===== config.mk =====
export PLATFORM = sky130hd
export DESIGN_NAME = serial_bit_feeder
export DESIGN_NICKNAME = d
export VERILOG_FILES = /design/src/rtl/serial_bit_feeder_pkg.sv /design/src/rtl/serial_bit_feeder_timer.sv /design/src/rtl/serial_bit_feeder.sv
export SDC_FILE = /design/constraint.sdc
export NUM_CORES = 1
export LEC_CHECK = 0
export ABC_AREA = 1
export ABC_CLOCK_PERIOD_IN_PS = 1500
export CORE_MARGIN = 4
export CORE_UTILIZATION = 35
export DETAILED_ROUTE_END_ITERATION = 10
export GPL_TIMING_DRIVEN = 1
export PLACE_DENSITY = 0.69
export RECOVER_POWER = 25
export SLEW_MARGIN = 20
export SYNTH_ARGS = -nofsm -noshare
export SYNTH_HDL_FRONTEND = slang
export SYNTH_SLANG_ARGS = --single-unit

===== constraint.sdc =====
create_clock -name clk -period 1.5 [get_ports clk]
set_input_delay 0.3 -clock clk [delete_from_list [all_inputs] [get_ports clk]]
set_output_delay 0.3 -clock clk [all_outputs]
set_load 0.05 [all_outputs]

===== src/rtl/serial_bit_feeder_pkg.sv =====
// serial_bit_feeder_pkg
// Shared definitions for the serial sequence-detector path: the feeder FSM
// state encoding and the default word width / bit period, so the feeder and
// the downstream detector agree on bit timing.
package serial_bit_feeder_pkg;

  // Feeder FSM state encoding. 2'b11 is illegal and recovers to ST_IDLE.
  localparam logic [1:0] ST_IDLE  = 2'b00;
  localparam logic [1:0] ST_SHIFT = 2'b01;
  localparam logic [1:0] ST_DONE  = 2'b10;

  // Common defaults: bits per word and clock cycles per bit.
  localparam int DEFAULT_WIDTH = 8;
  localparam int DEFAULT_DIV   = 4;

endpackage


===== src/rtl/serial_bit_feeder_timer.sv =====
// bit_period_timer
// DIV-modulo counter that marks the first and last cycle of each bit period.
// Ports:
//   clk   in  system clock, rising edge
//   rst   in  synchronous active-high reset
//   clear in  synchronous clear, holds the count at 0
//   en    in  count enable
//   first out count == 0
//   last  out count == DIV-1
module bit_period_timer #(
  parameter int DIV = 4
) (
  input  logic clk,
  input  logic rst,
  input  logic clear,
  input  logic en,
  output logic first,
  output logic last
);

  localparam int CW = (DIV > 1) ? $clog2(DIV) : 1;

  logic [CW-1:0] cnt;

  // Wraps back to 0 at DIV-1 so the count never passes the period end.
  always_ff @(posedge clk) begin
    if (rst || clear) begin
      cnt <= '0;
    end else if (en) begin
      if (cnt == CW'(DIV - 1)) cnt <= '0;
      else                     cnt <= cnt + CW'(1);
    end
  end

  assign first = (cnt == '0);
  assign last  = (cnt == CW'(DIV - 1));

endmodule


===== src/rtl/serial_bit_feeder.sv =====
// serial_bit_feeder
// Accepts a parallel word through a ready/load handshake and presents it
// MSB-first on x, holding each bit for DIV clock cycles. bit_tick strobes in
// the first cycle of every bit (detector clock enable); done pulses for one
// cycle after the last bit period.
// Handshake: a word is accepted on a rising edge where ready=1 and load=1;
// load while ready=0 is ignored and nothing is queued.
// Ports:
//   clk      in   system clock, rising edge
//   rst      in   synchronous active-high reset
//   din      in   parallel word, sampled only on an accepted load
//   load     in   load request
//   ready    out  high in IDLE
//   x        out  serial data, MSB first, 0 outside SHIFT
//   bit_tick out  first cycle of each bit on x
//   busy     out  high in SHIFT
//   done     out  one-cycle pulse after the last bit period
module serial_bit_feeder
  import serial_bit_feeder_pkg::*;
#(
  parameter int WIDTH = DEFAULT_WIDTH,
  parameter int DIV   = DEFAULT_DIV
) (
  input  logic             clk,
  input  logic             rst,
  input  logic [WIDTH-1:0] din,
  input  logic             load,
  output logic             ready,
  output logic             x,
  output logic             bit_tick,
  output logic             busy,
  output logic             done
);

  localparam int BW = (WIDTH > 1) ? $clog2(WIDTH) : 1;

  logic [1:0]       state;
  logic [WIDTH-1:0] shreg;
  logic [BW-1:0]    bitcnt;
  logic             first;
  logic             last;

  // Period counter is held at 0 outside SHIFT, so every word starts its
  // first bit on a fresh period.
  bit_period_timer #(.DIV(DIV)) u_timer (
    .clk   (clk),
    .rst   (rst),
    .clear (state != ST_SHIFT),
    .en    (state == ST_SHIFT),
    .first (first),
    .last  (last)
  );

  always_ff @(posedge clk) begin
    if (rst) begin
      state  <= ST_IDLE;
      shreg  <= '0;
      bitcnt <= '0;
    end else begin
      case (state)
        ST_IDLE: begin
          if (load) begin
            shreg  <= din;
            bitcnt <= '0;
            state  <= ST_SHIFT;
          end
        end
        ST_SHIFT: begin
          if (last) begin
            if (bitcnt == BW'(WIDTH - 1)) begin
              state <= ST_DONE;
            end else begin
              shreg  <= {shreg[WIDTH-2:0], 1'b0};
              bitcnt <= bitcnt + BW'(1);
            end
          end
        end
        ST_DONE: state <= ST_IDLE;
        default: state <= ST_IDLE;
      endcase
    end
  end

  // All outputs decode registered state only; nothing depends on load/din.
  assign ready    = (state == ST_IDLE);
  assign busy     = (state == ST_SHIFT);
  assign done     = (state == ST_DONE);
  assign x        = busy & shreg[WIDTH-1];
  assign bit_tick = busy & first;

endmodule

**Word-level counts from Yosys, hierarchy flattened**

Index checks and enable logic that the tools add are counted.
Widths: inputs -> output; s select.

- Magnitude comparators: 0
- Divide/modulo/power cells: 0
- Multipliers: 0
- Shift-type cells: 0
- Multiplexer cells: 13
- Equality and inequality tests: 9
- Add/sub/neg operators: 2
- Bitwise operators: 2
- Reduce and logical (&&, ||, !) cells: 6

Operators by type and width:

| cell | count |
|---|---|
| $mux 8 | 3 |
| $pmux 8 s2 | 1 |
| $mux 3 | 3 |
| $mux 2 | 4 |
| $ne 2x1->1 const B | 3 |
| $pmux 3 s2 | 1 |
| $eq 2x2->1 const B | 2 |
| $logic_not 2->1 | 2 |
| $ne 2x2->1 const B | 2 |
| $pmux 2 s2 | 1 |
| $reduce_and 4->1 | 1 |
| $add 3x1->3 const B | 1 |
| $eq 3x3->1 const B | 1 |
| $reduce_and 3->1 | 1 |
| $add 2x1->2 const B | 1 |
| $and 1x1->1 | 2 |
| $eq 2x1->1 const B | 1 |
| $reduce_bool 2->1 | 1 |
| $logic_or 1x1->1 | 1 |

- Logic and storage cells: 36
- Memories: 0
- Bits in latches: 0
- Bits in registers: 15
- RAM bits: 0
- Bits in read-only memories: 0

**Depth between registers and ports, before layout**

- Depth after elaboration: 4
- Mapped depth: 8
- Mapped depth without buffers: 7

**Modules after synthesis**

From an unflattened synthesis, not the netlist that was laid out.

- Cell total of the unflattened synthesis: 133
- Area, all modules: 829.5 sq um

Modules (own cells, without submodules):

| module | times used | seq. area each (sq um) | cells each | area each (sq um) |
|---|---|---|---|---|
| serial_bit_feeder | 1 | 260.2 | 116 | 711.9 |
| bit_period_timer | 1 | 40.0 | 17 | 117.6 |

**Worst setup path before layout**

Ideal clock, no wire load.

- Kind: register -> output
- Start: register state[0]
- End: output port bit_tick
- Stages on the path, launching flop included: 4
- Arrival time: 1.335 ns
- Path slack: -0.135 ns
- Cell sequence: dfxtp_1 > nand2_1 > buf_2 > nor2_1

- Longest elaborated chain between the ends: 2

Ends and longest elaborated chain:

| item | line | text |
|---|---|---|
| from (decl) | serial_bit_feeder.sv:37 | `logic [1:0] state;` |
| from (signal assigned) | serial_bit_feeder.sv:56 | `state <= ST_IDLE;` |
| from (signal assigned) | serial_bit_feeder.sv:65 | `state <= ST_SHIFT;` |
| from (signal assigned) | serial_bit_feeder.sv:71 | `state <= ST_DONE;` |
| $eq 2x1->1 | serial_bit_feeder.sv:86 | `assign busy = (state == ST_SHIFT);` |
| $and 1x1->1 | serial_bit_feeder.sv:89 | `assign bit_tick = busy & first;` |
| to (decl) | serial_bit_feeder.sv:30 | `output logic bit_tick,` |

Every way passes these cells.

**Worst setup path in the final report**

- Start: register state[0]
- End: output port done

- Longest elaborated chain between the ends: 1

Ends and longest elaborated chain:

| item | line | text |
|---|---|---|
| $eq 2x2->1 | serial_bit_feeder.sv:87 | `assign done = (state == ST_DONE);` |
| to (decl) | serial_bit_feeder.sv:32 | `output logic done` |

Every way passes these cells.

==> results.md <==
- Seq cells post-synth: 15
- WHS Path Cells: 1
- Critical Path RT: 1.20 ns
- Clock period minus worst slack: 1.46 ns
- Highest achievable clock rate: 687 MHz
- Htree depth: 1
- Post-DP HPWL: 1170 µm
- Placer Congestion: 0.800
- Yosys warns: 0
- Most frequent cells in the layout: nand2_1, nor2_1, inv_1
- Top cell type's share of synthesized area: 38.0%
- Cells after synthesis: 122
- Clk pin slew, worst setup/hold paths: 0.10 ns
- P&R area growth vs syn: 42.2%
- Post-DRT Antenna Nets: 0
- Hold_buf cts: 0
- Yosys cell types: 15
- CTS tree: yes
- Pwr/cell area: 939 nW/µm²
- Crit path DAT: 1.16 ns
- Clock buffer depth: 2
- Post-Route Skew: 0.00598 ns
- CTS Buf Count: 3
- Min Hold Slack: 0.430 ns
- Crit-path max cell delay: 0.35 ns
- Total of max-cap violations: 0
- Share of post-route cells with drive strength above 1: 20.3%
- Worst rel slew slack: 77.2%
- Clock latency on the worst-skew pair: 0.29 ns
- Sw Share: 33.6%
- Core area: 2040 µm²
- Power share of the clock group: 23.4%
- Vias: 746
- Worst-margin pin slew: 0.341 ns
- Hold Path Class: flop to flop
- RSZ-0062 raised after global routing: true
- Num rows: 16
- WP depth: 3
- Uppermost layer routed: met4
- Switch Pwr: 354 µW
- Vias in the first global route: 651
- WS Path Type: flop to output port
- Crit path capture type: output port
- Most common cell after layout, fill and taps aside: nand2_1
- Largest net degree at the start of global routing: 22
- Finish-stage setup viols: 0
- Syn nets: 137
- Synth Area per Inst: 6.47 µm²
- VDD IR max: 0.749 mV
- IO Count: 16
- First-pass GRT wire length: 2610 µm
- Residual DRC: 0
- Clock sinks: 15
- Startpoint types: flop
- Total gr overflow: 0
- Setup TNS: 0 ns
- FF-to-FF path depth: 8
- Crit-path max FO: 6
- Ranking of synthesized cells by area: dfxtp_1, nand2_1, nor2_1, inv_1, ha_1
- Status: finished clean
- Synth area leader: dfxtp_1
- Combinational Power Share: 33.0%
- Metal-1 WL: 664 µm
- Sequential share of the synthesized area: 38.0%
- Initial drt markers: 3
- First-pass DRT Iterations: 4
- Avg WL per Cell: 9.28 µm
- Final Hold Vio Count: 0
- Total GRT Usage: 10.5%
- Die area: 3080 µm²
- Cell Area, Placed: 1050 µm²
- Leak Pwr: 0.000551 µW
- Routed met2 length: 828 µm
- Critical path's top delay family: flip-flops
- Final Instance Area: 1120 µm²
- Port bufs: 15
- Int Pwr: 700 µW
- Crit share post-route: 97.1%
- DR vias/cell: 4.39
- Clock Tree Root: clkbuf_4
- CP bufs+invs: 2
- Met3 WL: 57 µm
- Slowest cell on the critical path: dfxtp_1
- CP Cell Sequence: buf_4 > nor2_1 > buf_12
- Die height: 55.5 µm
- Post-synthesis cell area: 790 µm²
- Max-slew violations: 0
- Routed wire length: 1580 µm
- Fin nets: 159
- Die Width: 55.5 µm
- Seq pwr share: 43.6%
- Initial core utilization: 38.7%
- Initial antenna violation count: 0
- N_diodes: 0
## power groups by stage
stage,Sequential (µW),Clock (µW),Combinational [µW]
floorplan,465,0,210
global placement,463,0,329
detailed placement,465,0,337
CTS,457,254,344
global route,464,269,392
finish,459,247,348
## path summary, 6_finish.rpt
| check | start | end | slack [ns] |
|---|---|---|---|
| setup reg to reg | bitcnt[0]$_SDFFE_PP0P_ | shreg[7]$_SDFFE_PP0P_ | 0.13 |
| hold reg to reg | u_timer.cnt[0]$_SDFFE_PP0N_ | u_timer.cnt[0]$_SDFFE_PP0N_ | 0.43 |
| hold / removal | u_timer.cnt[0]$_SDFFE_PP0N_ | u_timer.cnt[0]$_SDFFE_PP0N_ | 0.43 |
| setup / recovery | state[0]$_SDFFE_PP0P_ | done | 0.04 |
## synth_stat cells (all sizes together)
cell / n
a21oi: 2
buf: 5
dfxtp: 15
ha: 4
inv: 22
nand2: 32
nand3: 3
nand4: 3
nor2: 27
nor3: 1
nor3b: 1
o21ai: 7
## metal layers
metal	GRT usage, %	vias up
met5	0	-
li1	-	408
met4	4.17	0
met3	3.96	2
met2	19.3	10
met1	10.5	326
## sequential cells by signal (all words and copies together) (netlist names)
name / flops
u_timer.cnt: 2
bitcnt: 3
state: 2
shreg: 8
## area by class of cell
type	instances	area, µm²
Timing Repair Buffer	22	265
Fill cell	202	920
Tap cell	27	33.8
Sequential cell	15	304
Inverter	22	82.6
Clock buffer	3	22.5
Clock inverter	1	7.51
Multi-Input combinational cell	80	407
## kinds of logic after synthesis
logic type	after synthesis	share of synthesized area, %
adders and majority gates	4	6.34
DFF	15	38.0
and+or+nand+nor	67	35.5
buffers and inverters	27	14.4
AOI/OAI and AO/OA	9	5.70
## stage by stage
stage	setup WS, ns	total power (µW)	cells	utilization [%]
after floorplan	-0.135	675	122	-
after global placement	0.0771	793	165	51.4
after detailed placement	0.0194	802	165	51.4
after CTS	0.0113	1050	169	53.7
after global routing	-0.00496	1120	170	55.0
final	0.0437	1050	170	55.0
## repair_timing
item                                    in CTS  in global routing
endpoints found under the setup margin       7                 15
resized for setup                            6                  7
buffers inserted                             0                  1
pin swaps                                    0                  2
No activity file was read; power rests on OpenSTA's default activity.
